`src/rtl/processor_pkg.sv`:
```
// Shared processor definitions: stage and halt-cause encodings,
// sequencer state type and one-hot opcode index constants.
package processor_pkg;

    localparam logic [1:0] STAGE_FETCH     = 2'd0;
    localparam logic [1:0] STAGE_DECODE    = 2'd1;
    localparam logic [1:0] STAGE_EXECUTE   = 2'd2;
    localparam logic [1:0] STAGE_WRITEBACK = 2'd3;

    typedef enum logic [1:0] {
        CAUSE_NONE     = 2'd0,
        CAUSE_DECODE   = 2'd1,
        CAUSE_STALL    = 2'd2,
        CAUSE_MISALIGN = 2'd3
    } halt_cause_e;

    typedef enum logic [2:0] {
        S_FETCH     = 3'd0,
        S_DECODE    = 3'd1,
        S_EXECUTE   = 3'd2,
        S_WRITEBACK = 3'd3,
        S_HALTED    = 3'd4
    } seq_state_e;

    localparam int OPCODE_W = 11;

    localparam int ONEHOT_LUI_INDEX    = 0;
    localparam int ONEHOT_AUIPC_INDEX  = 1;
    localparam int ONEHOT_JAL_INDEX    = 2;
    localparam int ONEHOT_JALR_INDEX   = 3;
    localparam int ONEHOT_BRANCH_INDEX = 4;
    localparam int ONEHOT_LOAD_INDEX   = 5;
    localparam int ONEHOT_STORE_INDEX  = 6;
    localparam int ONEHOT_OP_IMM_INDEX = 7;
    localparam int ONEHOT_OP_INDEX     = 8;
    localparam int ONEHOT_FENCE_INDEX  = 9;
    localparam int ONEHOT_SYSTEM_INDEX = 10;

endpackage

```
`src/rtl/saturating_counter.sv`:
```
// Up-counter that sticks at all-ones instead of wrapping.
// Ports: clk, reset (sync, active-high), inc (count strobe), value (count).
module saturating_counter #(
    parameter int WIDTH = 16
) (
    input  logic             clk,
    input  logic             reset,
    input  logic             inc,
    output logic [WIDTH-1:0] value
);

    logic [WIDTH-1:0] r_value;

    always_ff @(posedge clk) begin
        if (reset) begin
            r_value <= '0;
        end else if (inc && (r_value != '1)) begin
            r_value <= r_value + WIDTH'(1);
        end
    end

    assign value = r_value;

endmodule

```
`src/rtl/pipeline_sequencer.sv`:
```
// Four-stage instruction loop sequencer with stall handling, commit
// registers, sticky halt and debug counters.
// Ports: clk/reset; run, mem_stall_request, id/ex decode errors, writeback
// bundle in; stage, one-hot enables, advance, PC, rd write port, halt
// status, retired_count and stall_cycles out.
module pipeline_sequencer
    import processor_pkg::*;
#(
    parameter logic [31:0] RESET_VECTOR  = 32'h0000_0000,
    parameter int          STALL_TIMEOUT = 1024
) (
    input  logic                clk,
    input  logic                reset,
    input  logic                run,
    input  logic                mem_stall_request,
    input  logic                id_decoding_error,
    input  logic [OPCODE_W-1:0] ex_decoding_errors,
    input  logic [OPCODE_W-1:0] wb_opcode_selection,
    input  logic [31:0]         new_program_counter,
    input  logic                wb_rd_write_enabled,
    input  logic [4:0]          wb_rd_index,
    input  logic [31:0]         wb_rd_write_value,
    output logic [1:0]          stage,
    output logic                fetch_enable,
    output logic                decode_enable,
    output logic                execute_enable,
    output logic                writeback_enable,
    output logic                advance,
    output logic [31:0]         program_counter,
    output logic                rd_write_enabled,
    output logic [4:0]          rd_index,
    output logic [31:0]         rd_write_value,
    output logic                halted,
    output logic [1:0]          halt_cause,
    output logic [31:0]         retired_count,
    output logic [15:0]         stall_cycles
);

    localparam int CW = $clog2(STALL_TIMEOUT + 1);

    seq_state_e  r_state;
    seq_state_e  w_state_nxt;
    halt_cause_e r_halt_cause;
    halt_cause_e w_cause_nxt;
    logic [CW-1:0] r_stall_cnt;
    logic [CW-1:0] w_stall_cnt_nxt;
    logic [31:0] r_pc;
    logic [31:0] r_retired;
    logic        r_rd_we;
    logic [4:0]  r_rd_index;
    logic [31:0] r_rd_value;
    logic        w_commit;
    logic        w_stall_inc;
    logic        w_wb_err;
    logic        w_halted;

    assign w_wb_err = |(ex_decoding_errors & wb_opcode_selection);
    assign w_halted = (r_state == S_HALTED);

    always_comb begin
        w_state_nxt     = r_state;
        w_cause_nxt     = r_halt_cause;
        w_stall_cnt_nxt = r_stall_cnt;
        w_commit        = 1'b0;
        w_stall_inc     = 1'b0;
        unique case (r_state)
            S_FETCH: begin
                if (run) w_state_nxt = S_DECODE;
            end
            S_DECODE: begin
                if (id_decoding_error) begin
                    w_state_nxt = S_HALTED;
                    w_cause_nxt = CAUSE_DECODE;
                end else begin
                    w_state_nxt = S_EXECUTE;
                end
            end
            S_EXECUTE: begin
                if (mem_stall_request) begin
                    w_stall_inc     = 1'b1;
                    w_stall_cnt_nxt = r_stall_cnt + 1'b1;
                    // This stall cycle is the one that reaches the limit.
                    if (r_stall_cnt == CW'(STALL_TIMEOUT - 1)) begin
                        w_state_nxt = S_HALTED;
                        w_cause_nxt = CAUSE_STALL;
                    end
                end else begin
                    w_stall_cnt_nxt = '0;
                    w_state_nxt     = S_WRITEBACK;
                end
            end
            S_WRITEBACK: begin
                if (w_wb_err) begin
                    w_state_nxt = S_HALTED;
                    w_cause_nxt = CAUSE_DECODE;
                end else if (new_program_counter[1:0] != 2'b00) begin
                    w_state_nxt = S_HALTED;
                    w_cause_nxt = CAUSE_MISALIGN;
                end else begin
                    w_commit    = 1'b1;
                    w_state_nxt = S_FETCH;
                end
            end
            S_HALTED: begin
                w_state_nxt = S_HALTED;
            end
            default: begin
                w_state_nxt = S_HALTED;
                w_cause_nxt = CAUSE_DECODE;
            end
        endcase
    end

    always_ff @(posedge clk) begin
        if (reset) begin
            r_state      <= S_FETCH;
            r_halt_cause <= CAUSE_NONE;
            r_stall_cnt  <= '0;
            r_pc         <= RESET_VECTOR;
            r_retired    <= '0;
            r_rd_we      <= 1'b0;
            r_rd_index   <= '0;
            r_rd_value   <= '0;
        end else begin
            r_state      <= w_state_nxt;
            r_halt_cause <= w_cause_nxt;
            r_stall_cnt  <= w_stall_cnt_nxt;
            // Write strobe lives only for the FETCH cycle after a commit.
            r_rd_we      <= 1'b0;
            if (w_commit) begin
                r_pc       <= new_program_counter;
                r_rd_index <= wb_rd_index;
                r_rd_value <= wb_rd_write_value;
                r_rd_we    <= wb_rd_write_enabled && (wb_rd_index != 5'd0);
                r_retired  <= r_retired + 32'd1;
            end
        end
    end

    saturating_counter #(
        .WIDTH(16)
    ) u_stall_cycles (
        .clk  (clk),
        .reset(reset),
        .inc  (w_stall_inc),
        .value(stall_cycles)
    );

    assign stage            = w_halted ? STAGE_WRITEBACK : r_state[1:0];
    assign fetch_enable     = (r_state == S_FETCH);
    assign decode_enable    = (r_state == S_DECODE);
    assign execute_enable   = (r_state == S_EXECUTE);
    assign writeback_enable = (r_state == S_WRITEBACK);
    assign advance          = !w_halted
                            && !((r_state == S_EXECUTE) && mem_stall_request)
                            && !((r_state == S_FETCH) && !run);

    assign program_counter  = r_pc;
    assign rd_write_enabled = r_rd_we;
    assign rd_index         = r_rd_index;
    assign rd_write_value   = r_rd_value;
    assign halted           = w_halted;
    assign halt_cause       = r_halt_cause;
    assign retired_count    = r_retired;

endmodule
```
`config.mk`:
```
export PLATFORM = sky130hd
export DESIGN_NAME = pipeline_sequencer
export DESIGN_NICKNAME = d
export VERILOG_FILES = /design/src/rtl/processor_pkg.sv /design/src/rtl/saturating_counter.sv /design/src/rtl/pipeline_sequencer.sv
export SDC_FILE = /design/constraint.sdc
export NUM_CORES = 1
export LEC_CHECK = 0
export ABC_AREA = 1
export CAP_MARGIN = 5
export CORE_UTILIZATION = 45
export DETAILED_ROUTE_END_ITERATION = 10
export GPL_TIMING_DRIVEN = 0
export PLACE_DENSITY = 0.9
export SLEW_MARGIN = 20
export SYNTH_ARGS = -nofsm -noshare
export SYNTH_HDL_FRONTEND = slang
export SYNTH_SLANG_ARGS = --single-unit
```
`constraint.sdc`:
```
create_clock -name clk -period 2.5 [get_ports clk]
set_clock_uncertainty 0.2 [all_clocks]
set_input_delay 0.5 -clock clk [delete_from_list [all_inputs] [get_ports clk]]
set_output_delay 0.5 -clock clk [all_outputs]
set_load 0.1 [all_outputs]
```
==> run metrics <==
status complete, no violations; CP Max Fanout 5; Critical Path Sink retired_count[9]; DP Worst Slack -0.546 ns; Worst path depth 1; Die Ht 120 um; Post-Syn Area 0.00626 mm^2; predominant post-synthesis flop cell dfxtp_1; top layer in use met4; Max Cap Violations 0; period utilisation layout 98.1%; RSZ-0062 raised after global routing no; post-synth top area cell dfxtp_1; worst reg-to-reg setup slack 0.28 ns; GR Overflow Total 0; fill count 1179; crit path from retired_count[9]; clk sink count 134; Distinct cells, synth 33; Post-synth EDFFs 0; Synth top area share 42.9%; final setup margin 0.0487 ns; final setup violation count 0; static leakage 3.96 nW; slowest CP cell dlygate4sd2_1; CTS tree yes; routed vias/inst 5.15; Pre-antenna DRT Iters 5; global-route wire length before repair 32000 um; Seq. cell area 0.00269 mm^2; Crit path max-delay family buffers and inverters; WP data required 1.80 ns; DRT iter0 DRCs 432; starting density of the core 46.7%; CP max stage delay 0.89 ns; GR Util All Layers 28.2%; largest net degree at the start of global routing 17; initial antenna violation count 0; HPWL after detailed placement 14500 um; Finished Cell Area 0.00918 mm^2; post-route minimum period 2.45 ns; Clock Path Buffers 2; Slew HR 31.6%; Post-CTS Setup Bufs 0; Routed Antenna Nets 0; worst reg2reg path depth 8; largest cells by area after synthesis dfxtp_1 (43%), nand2_1 (15%), nor2_1 (13%); Peak Freq 408 MHz; vias in the first global route 6878; Area growth, synth to finish 46.7%; CP bufs+invs 1; worst slew pin tran 1.03 ns; syn_area_per_cell 6.79 um^2; ys async rst share 0%; total chip power 5.61 mW; Routed WL 19700 um; layout cells sized above 1 8.58%; Hold Crit Class flip-flop to flip-flop; Avg WL per Cell 14.5 um; clk slew on worst S/H paths 0.06 ns; CP Cell Sequence dlygate4sd2_1; fin nets 1264; number of synthesized register bits 134; Skew-Pair Late Insertion Delay 0.42 ns; CTS H-Tree Depth 4; area of the multi-input gates 0.00320 mm^2; max-slew violations 0; reg2reg start retired_count[0]; final hold viol count 0; CTS Buf Count 17; Finished Layout Cells 1353; die width 120 um; Syn Nets 1022; RePlAce Congestion 0.947; placed instance area 0.00874 mm^2; reg-to-reg critical path endpoint retired_count[16]; Post-Synthesis Cells 922; CP Class flip-flop to primary output; YS warnings 0; # diodes 0; total die area 0.0144 mm^2; I/O Buffers 224; core area 0.0134 mm^2; I/O pin cnt 225; VDD IR-drop max 0.000469 V; via count 6974; Metal-1 WL 7810 um; Inst Count DP 1322; CP Capture Type primary output; # DRC 0; WP data arrival 1.75 ns; CP startpoint kind flip-flop; DR WL met2 9650 um; CTS root buffer clkbuf_16; power density cells 611 mW/mm^2; Met3 Wirelength 1340 um; row cnt 42; Seq/Total Area, Yosys 42.9%
[cells by family after synthesis]
| logic type | Yosys count | synth area share, % |
|---|---|---|
| buffers and inverters | 88 | 6.22 |
| and+or+nand+nor | 538 | 35.7 |
| xor gates and xnor gates | 23 | 3.22 |
| AOI/OAI and AO/OA | 136 | 11.4 |
| DFF | 134 | 42.9 |
| adders and majority gates | 3 | 0.600 |
[flip-flops by register name (all words and copies together), names as in the netlist]
register              count
halt_cause                2
rd_index                  5
rd_write_value           32
retired_count            32
program_counter          32
r_stall_cnt              11
rd_write_enabled          1
r_state                   3
u_stall_cycles.value     16
[timing repair]
| action | CTS | global route |
|---|---|---|
| pin swaps | 0 | 0 |
| hold buffers | 0 | 0 |
| cloned | 0 | 0 |
| endpoints found under the setup margin | 128 | 24 |
| resized for setup | 151 | 32 |
[through the flow]
stage | setup TNS [ns] | hold WS (ns) | utilization [%]
global placement | -12.39 | 0.231 | 65.2
CTS | 0 | 0.251 | 68.8
finish | 0 | 0.247 | 68.5
detailed placement | -17.93 | 0.242 | 65.2
global route | 0 | 0.280 | 68.5
floorplan | -0.148 | 0.238 | -
[how the worst min path moves through the flow]
stage	start	end	depth (start not counted)
5_1_grt	program_counter[0]	program_counter[0]	2
6_report	program_counter[1]	program_counter[1]	2
3_3_place_gp	program_counter[1]	program_counter[1]	2
3_5_place_dp	program_counter[1]	program_counter[1]	2
2_1_floorplan	r_stall_cnt[9]	r_stall_cnt[9]	2
4_1_cts	program_counter[1]	program_counter[1]	2
[placed cells by master, fill, tap and decap left out, types with 2 or more instances in the layout]
cell	Yosys	routed
nand3b_1	15	15
nand2_2	8	8
clkdlybuf4s15_1	0	7
nand3_2	3	3
buf_4	6	6
bufinv_16	0	4
clkdlybuf4s15_2	0	2
inv_1	45	45
clkinv_4	0	2
nor2_2	2	2
o21ai_1	0	3
xnor2_1	7	7
a211oi_1	3	3
nor3_2	3	4
nand2_1	243	243
dlygate4sd2_1	0	107
nand4_1	4	4
ha_1	3	3
nor3_1	13	12
dfxtp_1	134	130
clkbuf_16	0	17
nor2_1	222	221
o21ai_0	80	77
dfxtp_2	0	4
a21oi_2	6	6
clkdlybuf4s50_1	0	96
a21oi_1	45	45
xor2_1	16	16
nor4_1	2	2
clkbuf_1	19	17
buf_2	10	14
inv_2	5	5
buf_6	1	2
clkinv_2	0	5
nand3_1	19	19
clkbuf_2	0	8
nor2_4	1	2
[layout make-up]
type | count | share of cell area (%)
clock inverter | 13 | 1.95
timing repair buffer | 224 | 22.5
inverter | 50 | 2.05
buffer | 37 | 2.18
clock buffer | 19 | 4.83
tap | 176 | 2.40
sequential | 134 | 29.3
multi-input combinational | 700 | 34.8
[Yosys cell counts, types with 2 or more instances]
cell type / instances
inv_1: 45
nor4_1: 2
nor2_1: 222
clkbuf_1: 19
nand3_1: 19
a21oi_2: 6
nor3_2: 3
nand3b_1: 15
inv_2: 5
nor3_1: 13
dfxtp_1: 134
a21oi_1: 45
nand4_1: 4
xor2_1: 16
a211oi_1: 3
buf_4: 6
o21ai_0: 80
buf_2: 10
nand3_2: 3
ha_1: 3
xnor2_1: 7
nand2_1: 243
nor2_2: 2
nand2_2: 8
[per-layer routing]
metal | track usage (%) | vias up
met4 | 16.1 | 0
met5 | 0 | -
met2 | 48.6 | 273
met1 | 31.1 | 3217
met3 | 7.79 | 70
li1 | - | 3414
[power breakdown]
part,switching (mW),internal (mW)
clock,0.940,1.69
sequential,0.0197,2.16
combinational,0.547,0.255
[worst register-to-register path, cell delays in order (launching register included)]
cell     delay (ns)
dfxtp_2        0.39
ha_1           0.31
inv_1          0.07
nor2_1         0.37
nand2_1        0.27
nor2_1         0.18
xor2_1         0.15
nand2_1        0.07
a21oi_1        0.13
Power figures use the tool's default switching activity.
